**src/rtl/stub_pkg.sv**
```systemverilog
// Shared constants for the stub collector: register map, FSM encodings, defaults.
package stub_pkg;

  localparam int unsigned NLAYERS_DEF = 6;
  localparam int unsigned DW_DEF      = 8;

  localparam logic [1:0] ADDR_MASK    = 2'd0;
  localparam logic [1:0] ADDR_TIMEOUT = 2'd1;
  localparam logic [1:0] ADDR_CTRL    = 2'd2;
  localparam logic [1:0] ADDR_DROP    = 2'd3;

  localparam logic [1:0] ST_IDLE    = 2'd0;
  localparam logic [1:0] ST_COLLECT = 2'd1;
  localparam logic [1:0] ST_FLUSH   = 2'd2;

  typedef enum logic [1:0] {
    IDLE    = ST_IDLE,
    COLLECT = ST_COLLECT,
    FLUSH   = ST_FLUSH
  } state_t;

  function automatic logic [3:0] popcount8(input logic [7:0] v);
    logic [3:0] n;
    n = '0;
    for (int unsigned i = 0; i < 8; i++) n = n + {3'b000, v[i]};
    return n;
  endfunction

endpackage

```
**src/rtl/stub_cfg_regs.sv**
```systemverilog
// Configuration register file with registered read port and saturating drop counter.
module stub_cfg_regs
  import stub_pkg::*;
#(
  parameter int unsigned NLAYERS = NLAYERS_DEF
) (
  input  logic               clock,
  input  logic               reset,
  input  logic               mem_en,
  input  logic               mem_rd_wr,
  input  logic [1:0]         mem_add,
  input  logic [7:0]         mem_data,
  output logic [7:0]         mem_rdata,
  input  logic [3:0]         drops,
  output logic [NLAYERS-1:0] en_mask,
  output logic [7:0]         timeout,
  output logic               partial_en
);

  logic [7:0] drop_cnt;
  logic [7:0] rd_val;
  logic [8:0] drop_sum;
  logic       wr;
  logic       clear_drop;

  assign wr         = mem_en && mem_rd_wr;
  assign clear_drop = wr && (mem_add == ADDR_CTRL) && mem_data[1];
  assign drop_sum   = {1'b0, drop_cnt} + {5'b00000, drops};

  always_comb begin
    rd_val = '0;
    case (mem_add)
      ADDR_MASK:    rd_val = 8'(en_mask);
      ADDR_TIMEOUT: rd_val = timeout;
      ADDR_CTRL:    rd_val = {7'b0000000, partial_en};
      default:      rd_val = drop_cnt;
    endcase
  end

  always_ff @(posedge clock) begin
    if (!reset) begin
      en_mask    <= '1;
      timeout    <= '0;
      partial_en <= 1'b0;
      drop_cnt   <= '0;
      mem_rdata  <= '0;
    end else begin
      if (wr && mem_add == ADDR_MASK)    en_mask    <= mem_data[NLAYERS-1:0];
      if (wr && mem_add == ADDR_TIMEOUT) timeout    <= mem_data;
      if (wr && mem_add == ADDR_CTRL)    partial_en <= mem_data[0];
      if (mem_en && !mem_rd_wr)          mem_rdata  <= rd_val;
      // clearing takes priority over any increment landing in the same cycle
      if (clear_drop)       drop_cnt <= '0;
      else if (drop_sum[8]) drop_cnt <= '1;
      else                  drop_cnt <= drop_sum[7:0];
    end
  end

endmodule

```
**src/rtl/stub_collector.sv**
```systemverilog
// Collects per-layer stubs into one candidate; completes on full mask or timeout.
module stub_collector
  import stub_pkg::*;
#(
  parameter int unsigned NLAYERS = NLAYERS_DEF,
  parameter int unsigned DW      = DW_DEF
) (
  input  logic                      clock,
  input  logic                      reset,
  input  logic [NLAYERS-1:0]        data_valid,
  input  logic [NLAYERS*DW-1:0]     data_in_x,
  input  logic [NLAYERS*DW-1:0]     data_in_y,
  input  logic [NLAYERS*DW-1:0]     data_in_z,
  input  logic                      mem_en,
  input  logic                      mem_rd_wr,
  input  logic [1:0]                mem_add,
  input  logic [7:0]                mem_data,
  output logic [7:0]                mem_rdata,
  output logic [NLAYERS*3*DW-1:0]   data_out,
  output logic [NLAYERS-1:0]        hit_mask,
  output logic                      out_valid,
  input  logic                      out_ready
);

  logic [1:0]              state, state_n;
  logic [NLAYERS-1:0]      en_mask, en_lat, en_lat_n, eff_mask, vmask;
  logic [NLAYERS-1:0]      held, held_n, cap, cand;
  logic [NLAYERS*3*DW-1:0] buffer, buffer_n;
  logic [7:0]              timeout, timer, timer_n;
  logic                    partial_en, out_free, done, load;
  logic [3:0]              drops;

  stub_cfg_regs #(.NLAYERS(NLAYERS)) u_cfg (
    .clock      (clock),
    .reset      (reset),
    .mem_en     (mem_en),
    .mem_rd_wr  (mem_rd_wr),
    .mem_add    (mem_add),
    .mem_data   (mem_data),
    .mem_rdata  (mem_rdata),
    .drops      (drops),
    .en_mask    (en_mask),
    .timeout    (timeout),
    .partial_en (partial_en)
  );

  assign out_free = !out_valid || out_ready;
  assign eff_mask = (state == ST_IDLE) ? en_mask : en_lat;
  assign vmask    = data_valid & eff_mask;

  always_comb begin
    state_n  = state;
    en_lat_n = en_lat;
    held_n   = held;
    buffer_n = buffer;
    timer_n  = timer;
    cap      = '0;
    cand     = '0;
    drops    = '0;
    done     = 1'b0;
    load     = 1'b0;
    case (state)
      ST_IDLE, ST_COLLECT: begin
        if (state == ST_IDLE) begin
          en_lat_n = en_mask;
          if (|vmask) begin
            timer_n = timeout;
            state_n = ST_COLLECT;
          end
        end
        cap    = vmask & ~held;
        drops  = popcount8(8'(vmask & held));
        held_n = held | cap;
        for (int unsigned i = 0; i < NLAYERS; i++)
          if (cap[i])
            buffer_n[i*3*DW +: 3*DW] = {data_in_z[i*DW +: DW], data_in_y[i*DW +: DW],
                                        data_in_x[i*DW +: DW]};
        if (|held_n && held_n == eff_mask) begin
          done = 1'b1;
        end else if (state == ST_COLLECT && timeout != 8'd0) begin
          if (timer <= 8'd1) begin
            if (partial_en) begin
              done = 1'b1;
            end else begin
              drops   = drops + 4'd1;
              held_n  = '0;
              state_n = ST_IDLE;
            end
          end else begin
            timer_n = timer - 8'd1;
          end
        end
      end
      ST_FLUSH: begin
        drops = popcount8(8'(vmask));
        if (out_free) begin
          load    = 1'b1;
          cand    = held;
          held_n  = '0;
          state_n = ST_IDLE;
        end
      end
      default: state_n = ST_IDLE;
    endcase
    if (done) begin
      cand = held_n;
      if (out_free) begin
        load    = 1'b1;
        held_n  = '0;
        state_n = ST_IDLE;
      end else begin
        state_n = ST_FLUSH;
      end
    end
  end

  always_ff @(posedge clock) begin
    if (!reset) begin
      state     <= ST_IDLE;
      en_lat    <= '1;
      held      <= '0;
      buffer    <= '0;
      timer     <= '0;
      out_valid <= 1'b0;
      hit_mask  <= '0;
      data_out  <= '0;
    end else begin
      state  <= state_n;
      en_lat <= en_lat_n;
      held   <= held_n;
      buffer <= buffer_n;
      timer  <= timer_n;
      if (load) begin
        out_valid <= 1'b1;
        hit_mask  <= cand;
        data_out  <= buffer_n;
      end else if (out_ready) begin
        out_valid <= 1'b0;
      end
    end
  end

endmodule
```
**config.mk**
```make
export PLATFORM = sky130hd
export DESIGN_NAME = stub_collector
export DESIGN_NICKNAME = d
export VERILOG_FILES = /design/src/rtl/stub_pkg.sv /design/src/rtl/stub_cfg_regs.sv /design/src/rtl/stub_collector.sv
export SDC_FILE = /design/constraint.sdc
export NUM_CORES = 1
export LEC_CHECK = 0
export CORE_ASPECT_RATIO = 0.6
export CORE_MARGIN = 2
export CORE_UTILIZATION = 46
export DETAILED_ROUTE_END_ITERATION = 8
export PLACE_DENSITY_LB_ADDON = 0.12
export SYNTH_ARGS = -nofsm -noshare
export SYNTH_HDL_FRONTEND = slang
export SYNTH_HIERARCHICAL = 1
export SYNTH_SLANG_ARGS = --single-unit
```
**constraint.sdc**
```tcl
create_clock -name clock -period 9.25 [get_ports clock]
set_input_delay 1.3875 -clock clock [delete_from_list [all_inputs] [get_ports clock]]
set_output_delay 1.3875 -clock clock [all_outputs]
set_load 0.05 [all_outputs]
```
==> results, run 1 <==
- The final critical path takes up 61.16% of the cycle.
- The maximum root-to-sink buffer count is 3.
- Traced cell by cell, the critical path runs through clkdlybuf4s50_1 -> inv_1 -> a21oi_1 -> nand2_1 -> fa_1 -> fa_1 -> inv_1 -> ha_1 -> inv_1 -> fa_1 -> inv_1 -> ha_1 -> mux2i_1 -> o21ai_0 -> fa_1 -> nand3_1 -> nand2_1 -> and4b_1 -> a211oi_1.
- The pin count of the biggest net entering global routing is 93.
- The number of nets in the synthesized netlist is 1,559.
- The endpoint of the worst hold path is u_cfg/mem_rdata[6].
- The detailed-route vias per instance is 5.066.
- The reg-to-reg startpoint is state[1].
- The sequential element share of the synthesized area is 47.35%.
- The synthesized netlist devotes 6.990% of its cell area to compound gates.
- Internal power comes to 2.893 mW.
- The power density over the cells is 217.4 mW/mm^2.
- STA classifies the critical path startpoint as an input port.
- Timing would allow up to 0.1768 GHz.
- The path depth of the worst reg2reg path is 19.
- The post-synthesis instance area is 0.01471 sq mm.
- Post-CTS repair changed the size of 0 cells.
- The total of flip-flops plus latches after synthesis is 348.
- After synthesis, the share of cell area in mux cells is 22.83%.
- The worst-skew pair later-pin latency is 0.52 ns.
- The top cell types in the final layout, fill and taps aside, are sky130_fd_sc_hd__dfxtp_1 (348), sky130_fd_sc_hd__clkdlybuf4s50_1 (322), sky130_fd_sc_hd__and2_1 (152), sky130_fd_sc_hd__nor2_1 (144), sky130_fd_sc_hd__mux2i_1 (124).
- The I/O pin count is 324.
- The worst clock skew on the final layout is 0.01109 ns.
- TritonCTS built the clock tree.
- The routed length per placed instance is 17.95 um.
- The floorplan step defined a core boundary enclosing 0.03134 sq mm.
- Of the total power, registers draw 41.1%.
- Overall power consumption after layout is estimated at 4.178 mW.
- Net switching is 30.76% of the power.
- The floorplan die height is 142.5 um.
- The worst path meets setup with 3.593 ns of slack.
- Buffers added to address setup during post-CTS repair amount to 0.
- Global routing used 22.06% of the available tracks across all layers.
- The max-capacitance violation count is 0.
- The most frequent standard cell in the layout excluding fill and tap cells is sky130_fd_sc_hd__dfxtp_1.
- The switching power is 1.285 mW.
- The hold violation total from the final report is 0.
- The initial core utilization is 46.94%.
- The synthesized netlist devotes 16.86% of its cell area to simple gates.
- The number of antenna violations at the first check in global routing is 3.
- The root buffer cell chosen for the clock tree is sky130_fd_sc_hd__clkbuf_16.
- The post-synthesis cell count is 1,377.
- For this block, the initial DRC count from the detailed router was 690.
- The first-pass GRT wire length is 59.22 mm.
- The via count of the first global-routing pass is 10.46k.
- After synthesis, the largest family of logic cells by area is multiplexers.
- The clock net in this run drives a total of 348 sinks.
- Summed over all nets, the half-perimeter wirelength after detailed placement is 25.55 mm.
- The slowest cell on the critical path is sky130_fd_sc_hd__fa_1.
- The number of max-slew violations in the final report is 0.
- The final layout contains 1,844 nets.
- The die footprint is 0.03348 sq mm.
- The dominant register cell in the synthesized netlist is sky130_fd_sc_hd__dfxtp_1.
- For this run, design rule violations remaining after detail routing come to 0.
- Summing the areas of all fa, ha and maj instances in the mapped netlist gives 1.803% of the synthesized area.
- Measured against its own limit, the worst slew margin works out to 30.16%.
- The number of buffers inserted for hold repair after clock tree synthesis is 0.
- Of the total synthesized cell area, the portion taken by XOR and XNOR cells is 0.2381%.
- The worst setup slack for register-to-register paths is 3.96 ns.
- The worst setup path is of the in2reg kind.
- The worst hold path class is reg2reg.
- The count of buffers from port buffering is 323.
- The Yosys step of the flow raised 6 warnings.
- The synthesized area per cell is 10.68 sq um.
- In this run, the combinational gates consume 25.9% of the power.
- The utilization after layout is 61.31%.
- Summed over all layers, the global routing overflow is 0.
- The critical-path maximum fanout is 6.
- At the pin with the least slew margin, the transition time is 1.048 ns.
- The clock network is responsible for 33.0% of the overall power.
- The sort of element at the end of the critical path is a flip-flop.
- The netlist uses 82 different library cells.
- The critical path arrival is 6.09 ns.
- Setup repair after global routing left no endpoint under its margin.
- The worst hold slack after final layout is 0.4545 ns.
- The static leakage power is 7.789 nW.
- The count of filler cells inserted in the layout is 2,613.
- The async set-or-reset flop fraction in the synthesized netlist is 0%.
- The final layout contains routed wiring with a total length of 37.74 mm.
- For the final routed database, the setup TNS stands at 0 ns.
- The area taken by multi-input logic gates is 0.007203 sq mm.
- The first detailed-routing pass took 5 iterations.
- At the worst endpoint, the required time is 9.68 ns.
- After clock tree synthesis, the clock-pin slew on the worst setup and hold paths is 0.06 ns.
- The startpoint of the worst hold path is u_cfg/mem_rdata[6].
- The die outline width is 234.9 um.
- The endpoint identified for the worst register-to-register timing path is u_cfg/drop_cnt[6].
- Clock tree synthesis inserted a total of 34 buffers.
- On the worst path, the slowest cell contributes a delay of 0.58 ns.
- The number of rows in the core area is 50.
- The number of cells on the worst hold path is 2.
- At the placement stage, the worst setup path has a slack of 3.046 ns.
- Across the VDD grid, the largest voltage drop is 0.0001634 V.
- The run finished with clean final reports.
- The antenna violation net count after detailed routing is 0.
- Counting flops with a built-in enable in the synthesized netlist gives 0.
- The count of endpoints failing setup in the final report is 0.
- The sequential cells in the finished layout cover a total of 0.006967 sq mm.
- The proportion of layout cells with a drive suffix above 1 is 15.30%.
- The final weighted congestion in routability-driven placement is 0.8883.
- From synthesis to final layout, the design area changed by 30.61%.
- The overall via count from detail_route is 10.65k.
- After layout, the minimum clock period comes to 5.657 ns.
- The H-tree was split into 2 levels.
registers in the layout (all words and copies together), names as in the netlist:
| signal | flops |
|---|---|
| buffer | 144 |
| u_cfg/drop_cnt | 8 |
| out_valid | 1 |
| u_cfg/mem_rdata | 8 |
| u_cfg/en_mask | 6 |
| timer | 8 |
| data_out | 144 |
| hit_mask | 6 |
| u_cfg/timeout | 8 |
| en_lat | 6 |
| u_cfg/partial_en | 1 |
| held | 6 |
| state | 2 |
per-stage QoR:
stage / area (sq um) / instances
2_1_floorplan: 14710 / 1377
3_3_place_gp: 18110 / 2042
3_5_place_dp: 18110 / 2042
4_1_cts: 19210 / 2102
5_1_grt: 19210 / 2102
6_report: 19220 / 2103
synth_stat cells, types with 15 or more instances:
master | number | area (sq um)
sky130_fd_sc_hd__buf_2 | 21 | 105.1
sky130_fd_sc_hd__nor2_1 | 144 | 540.5
sky130_fd_sc_hd__and2_1 | 152 | 950.9
sky130_fd_sc_hd__nand2_1 | 108 | 405.4
sky130_fd_sc_hd__clkbuf_1 | 49 | 183.9
sky130_fd_sc_hd__a21oi_1 | 38 | 190.2
sky130_fd_sc_hd__inv_1 | 20 | 75.07
sky130_fd_sc_hd__mux2_2 | 53 | 596.8
sky130_fd_sc_hd__a21boi_1 | 15 | 112.6
sky130_fd_sc_hd__dfxtp_1 | 348 | 6967
sky130_fd_sc_hd__mux2i_1 | 124 | 1241
sky130_fd_sc_hd__mux2_4 | 98 | 1471
critical path, delay by kind of cell:
kind                       cells  cell delay, ns
and+or+nand+nor                4            0.63
muxes                          1            0.12
adders and majority gates      6            2.45
AOI/OAI and AO/OA              3            0.74
buffers and inverters          5            0.75
power groups by stage:
stage	combinational, mW	sequential, mW	clock, mW
3_5_place_dp	1.08	1.75	0
6_report	1.08	1.72	1.38
2_1_floorplan	0.624	1.90	0
3_3_place_gp	1.07	1.74	0
5_1_grt	1.16	1.73	1.48
4_1_cts	1.09	1.72	1.42
worst max path at each step:
stage	startpoint	endpoint	slack [ns]	cells after the start
floorplan	data_valid[3]	u_cfg/drop_cnt[6]	3.98	18
global placement	data_valid[3]	u_cfg/drop_cnt[6]	3.18	19
detailed placement	data_valid[3]	u_cfg/drop_cnt[6]	3.05	19
CTS	data_valid[3]	u_cfg/drop_cnt[6]	3.61	19
global route	data_valid[3]	u_cfg/drop_cnt[6]	3.25	19
finish	data_valid[3]	u_cfg/drop_cnt[6]	3.59	19
layout make-up:
cell class | count | share of cell area [%]
Antenna cell | 1 | 0.01302
Clock buffer | 48 | 5.229
Clock inverter | 12 | 0.5274
Inverter | 21 | 0.4232
Multi-Input combinational cell | 920 | 37.49
Sequential cell | 348 | 36.25
Tap cell | 416 | 2.709
Timing Repair Buffer | 337 | 17.36
logic make-up after synthesis:
kind of cell,count (synthesis)
AO/OA/AOI/OAI,137
XOR/XNOR,4
adder cells (fa/ha/maj),17
buffers and inverters,109
flip-flops,348
multiplexers,278
AND/OR/NAND/NOR,484
routing by layer:
metal	up-vias	GRT usage (%)	part of all wire [%]
li1	5269	-	-
met1	5051	30.92	48
met2	273	32.69	42
met3	57	7.118	7.3
met4	4	5.596	1.9
met5	-	0	0.069
Note: power is estimated with default switching activity, not from simulation.
==> run 2, diff against run 1 <==
Clock period 9.25 ns to 4.6 ns, I/O delays scaled along.
==> run 2 against run 1 <==
Net effect: clock-buffer cell count down 7; flip-flop and latch count stayed put; largest power group unchanged; critical path depth up 2; critical endpoint is now u_cfg/drop_cnt[7]; die area unchanged.
==> results, run 2 (synthesis results as in run 1) <==
- The count of endpoints failing setup in the final report was 0 (unchanged).
- The overall routed net length is 38.56 mm (+2.2%).
- The number of clock sinks is 348 (unchanged).
- The critical path arrival was 5.07 ns (-1.02 ns).
- The worst clock skew on the final layout was 0.01852 ns (+0.007430 ns).
- The area taken by flip-flops and latches was 0.006974 sq mm (+0.11%).
- The number of buffers added by the clock tree synthesis step is 31 (-8.8%).
- The number of max-slew violations in the final report came to 0 (unchanged).
- The post-detailed-route DRC marker count is 0 (unchanged).
- The proportion of layout cells with a drive suffix above 1 is 18.34% (+3.0 points).
- The hold violation total from the final report is 0 (unchanged).
- The run finished with clean final reports.
- The detailed-route vias per instance is 5.039 (-0.53%).
- The post-placement setup slack was -0.5325 ns (-3.579 ns).
- The pin count of the biggest net entering global routing is 72 (-23%).
- The worst slew slack as a fraction of its limit is 32.27% (+2.1 points).
- Subtracting the final worst setup slack from the clock period gives 4.583 ns.
- The largest registers in the layout are buffer: 144 flops, data_out: 144 flops.
- The via count of the first global-routing pass is 10.72k (+2.4%).
- The I/O pin count is 324 (unchanged).
- The die footprint came to 0.03348 sq mm (unchanged).
- The routed length per placed instance came to 18.02 um (+0.40%).
- The worst-skew pair later-pin latency is 0.59 ns (+0.07 ns).
- The utilization after layout was 62.65% (+1.3 points).
- The required time of the worst setup path came to 5.09 ns (-4.59 ns).
- The global-route total usage across every layer is 22.31% (+0.25 points).
- The root buffer selected by CTS is sky130_fd_sc_hd__clkbuf_16.
- The first-pass GRT wire length is 60.15 mm (+1.6%).
- The critical-path maximum fanout is 6 (unchanged).
- The power density over the cells is 436.3 mW/mm^2 (+100%).
- The worst setup path is of the reg2reg kind.
- The number of rows in the core area was 50 (unchanged).
- The maximum ir drop on the vdd rail was 0.0003148 V (+93%).
- The CTS H-tree depth is 1 (-1).
- The clock transition at the registers of the reported paths came to 0.07 ns (about the same).
- The count of filler cells inserted in the layout was 2,519 (-3.6%).
- The maximum root-to-sink buffer count came to 3 (unchanged).
- The final worst slack was 0.01721 ns (-3.576 ns).
- The number of buffers inserted for hold repair after clock tree synthesis is 0 (unchanged).
- The area taken by multi-input logic gates is 0.007278 sq mm (+1.0%).
- The floorplan die height is 142.5 um (unchanged).
- The post-synthesis to final-layout area growth is 33.46%.
- The count of buffers from port buffering is 323 (unchanged).
- In this run the worst hold path is classified as reg2reg.
- The final weighted congestion in routability-driven placement is 0.8923 (+0.45%).
- The number of antenna violations at the first check in global routing is 2 (-1).
- The placeable core region came to 0.03134 sq mm (unchanged).
- The length of the first detailed-routing pass in iterations is 5 (unchanged).
- In the layout the commonest cells are sky130_fd_sc_hd__dfxtp_1 (346), sky130_fd_sc_hd__clkdlybuf4s50_1 (322), sky130_fd_sc_hd__and2_1 (152), sky130_fd_sc_hd__nor2_1 (143), sky130_fd_sc_hd__mux2i_1 (124).
- The worst setup path is captured at a flip-flop.
- The HPWL reported at the end of detailed placement is 26.56 mm (+4.0%).
- The post-route total power was 8.567 mW (+110%).
- The worst hold slack after final layout came to 0.4569 ns (+0.002469 ns).
- The global-route congestion overflow total is 0 (unchanged).
- The worst setup path is launched from a flip-flop.
- TritonCTS built the clock tree.
- The overall via count from detail_route is 10.78k (+1.2%).
- The summed area of non-filler cells in the final layout is 0.01964 sq mm (+2.2%).
- The total cell area at the placement stage is 0.01842 sq mm (+1.7%).
- The worst-margin pin slew is 1.016 ns (-0.03165 ns).
- The net count of the finished layout was 1,881 (+2.0%).
- The static leakage power is 7.996 nW (+2.7%).
- The initial core utilization came to 46.94% (unchanged).
- Leaving out fill and tap cells, the most frequent cell in the layout is sky130_fd_sc_hd__dfxtp_1.
- The highest clock rate is 0.2182 GHz.
- The die outline width is 234.9 um (unchanged).
- The initial detailed-routing violation count is 514 (-26%).
- The antenna violation net count after detailed routing is 0 (unchanged).
- The fraction of the cycle the final worst path needs is 99.63%.
- Setup repair after global routing could not meet its margin everywhere.
- The max-capacitance violation count came to 0 (unchanged).
==> run 2: cell types whose count changed in the layout (fill, tap and decap cells not counted), moves of 3 or more <==
cell                        change
sky130_fd_sc_hd__buf_12         +3
sky130_fd_sc_hd__clkbuf_16      -4
sky130_fd_sc_hd__inv_2          +3
sky130_fd_sc_hd__buf_4         +34
sky130_fd_sc_hd__ha_1           -3
sky130_fd_sc_hd__inv_1          -3
sky130_fd_sc_hd__o21ai_0        -3
sky130_fd_sc_hd__bufinv_16      +4
==> run 2: repair_timing <==
action / CTS / global route
pin swaps: 2 / 17
hold endpoints to repair: 0 / 0
endpoints found under the setup margin: 5 / 8
buffers inserted: 2 / 2
resized for setup: 6 / 22
==> run 2: cell type report <==
cell class	count	area share, %
flip-flops and latches	348	35.52
clock inverters	16	1.160
repair buffers	377	18.73
well taps	416	2.651
clock buffers	41	4.448
inverters	21	0.4142
multi-input cells	920	37.07
diodes	1	0.01274
==> run 2: worst paths after layout <==
path | startpoint | endpoint | slack, ns | depth (start not counted)
hold reg to reg | buffer[83] | buffer[83] | 0.46 | 2
setup / recovery | state[0] | u_cfg/drop_cnt[7] | 0.02 | 21
setup reg to reg | state[0] | u_cfg/drop_cnt[7] | 0.02 | 21
hold / removal | buffer[83] | buffer[83] | 0.46 | 2
==> run 2: routing by layer <==
layer | vias up | global-route usage, % | share of wire [%]
met4 | 2 | 4.264 | 1.6
met3 | 41 | 7.273 | 7.9
met1 | 5126 | 31.18 | 47
met5 | - | 0 | 0.029
li1 | 5329 | - | -
met2 | 286 | 33.76 | 43
==> run 2: worst max-delay path, cell delays in order (launching register included) <==
cell and delay, ns:
sky130_fd_sc_hd__dfxtp_4 0.37, sky130_fd_sc_hd__or3b_4 0.40, sky130_fd_sc_hd__a21boi_2 0.17, sky130_fd_sc_hd__nand2_1 0.09, sky130_fd_sc_hd__fa_1 0.58, sky130_fd_sc_hd__fa_1 0.42
sky130_fd_sc_hd__inv_1 0.08, sky130_fd_sc_hd__ha_2 0.17, sky130_fd_sc_hd__inv_2 0.04, sky130_fd_sc_hd__fa_1 0.47, sky130_fd_sc_hd__inv_2 0.10, sky130_fd_sc_hd__ha_4 0.12
sky130_fd_sc_hd__inv_2 0.03, sky130_fd_sc_hd__a211oi_2 0.21, sky130_fd_sc_hd__xor2_1 0.17, sky130_fd_sc_hd__o21ai_1 0.11, sky130_fd_sc_hd__ha_2 0.37, sky130_fd_sc_hd__nand3_2 0.11
sky130_fd_sc_hd__nand2_4 0.11, sky130_fd_sc_hd__buf_6 0.10, sky130_fd_sc_hd__nor2_1 0.04, sky130_fd_sc_hd__a211oi_1 0.23
==> run 2: metrics by stage <==
| step | cells | setup TNS [ns] |
|---|---|---|
| 6_report | 2140 | 0 |
| 5_1_grt | 2139 | -1.455 |
| 4_1_cts | 2137 | 0 |
| 3_5_place_dp | 2078 | -3.646 |
| 3_3_place_gp | 2078 | -2.571 |
| 2_1_floorplan | 1377 | 0 |
==> run 2: where the power goes <==
part           switching (mW)  internal, mW
registers               0.130          3.31
logic                    1.31          1.01
clock network            1.19          1.62
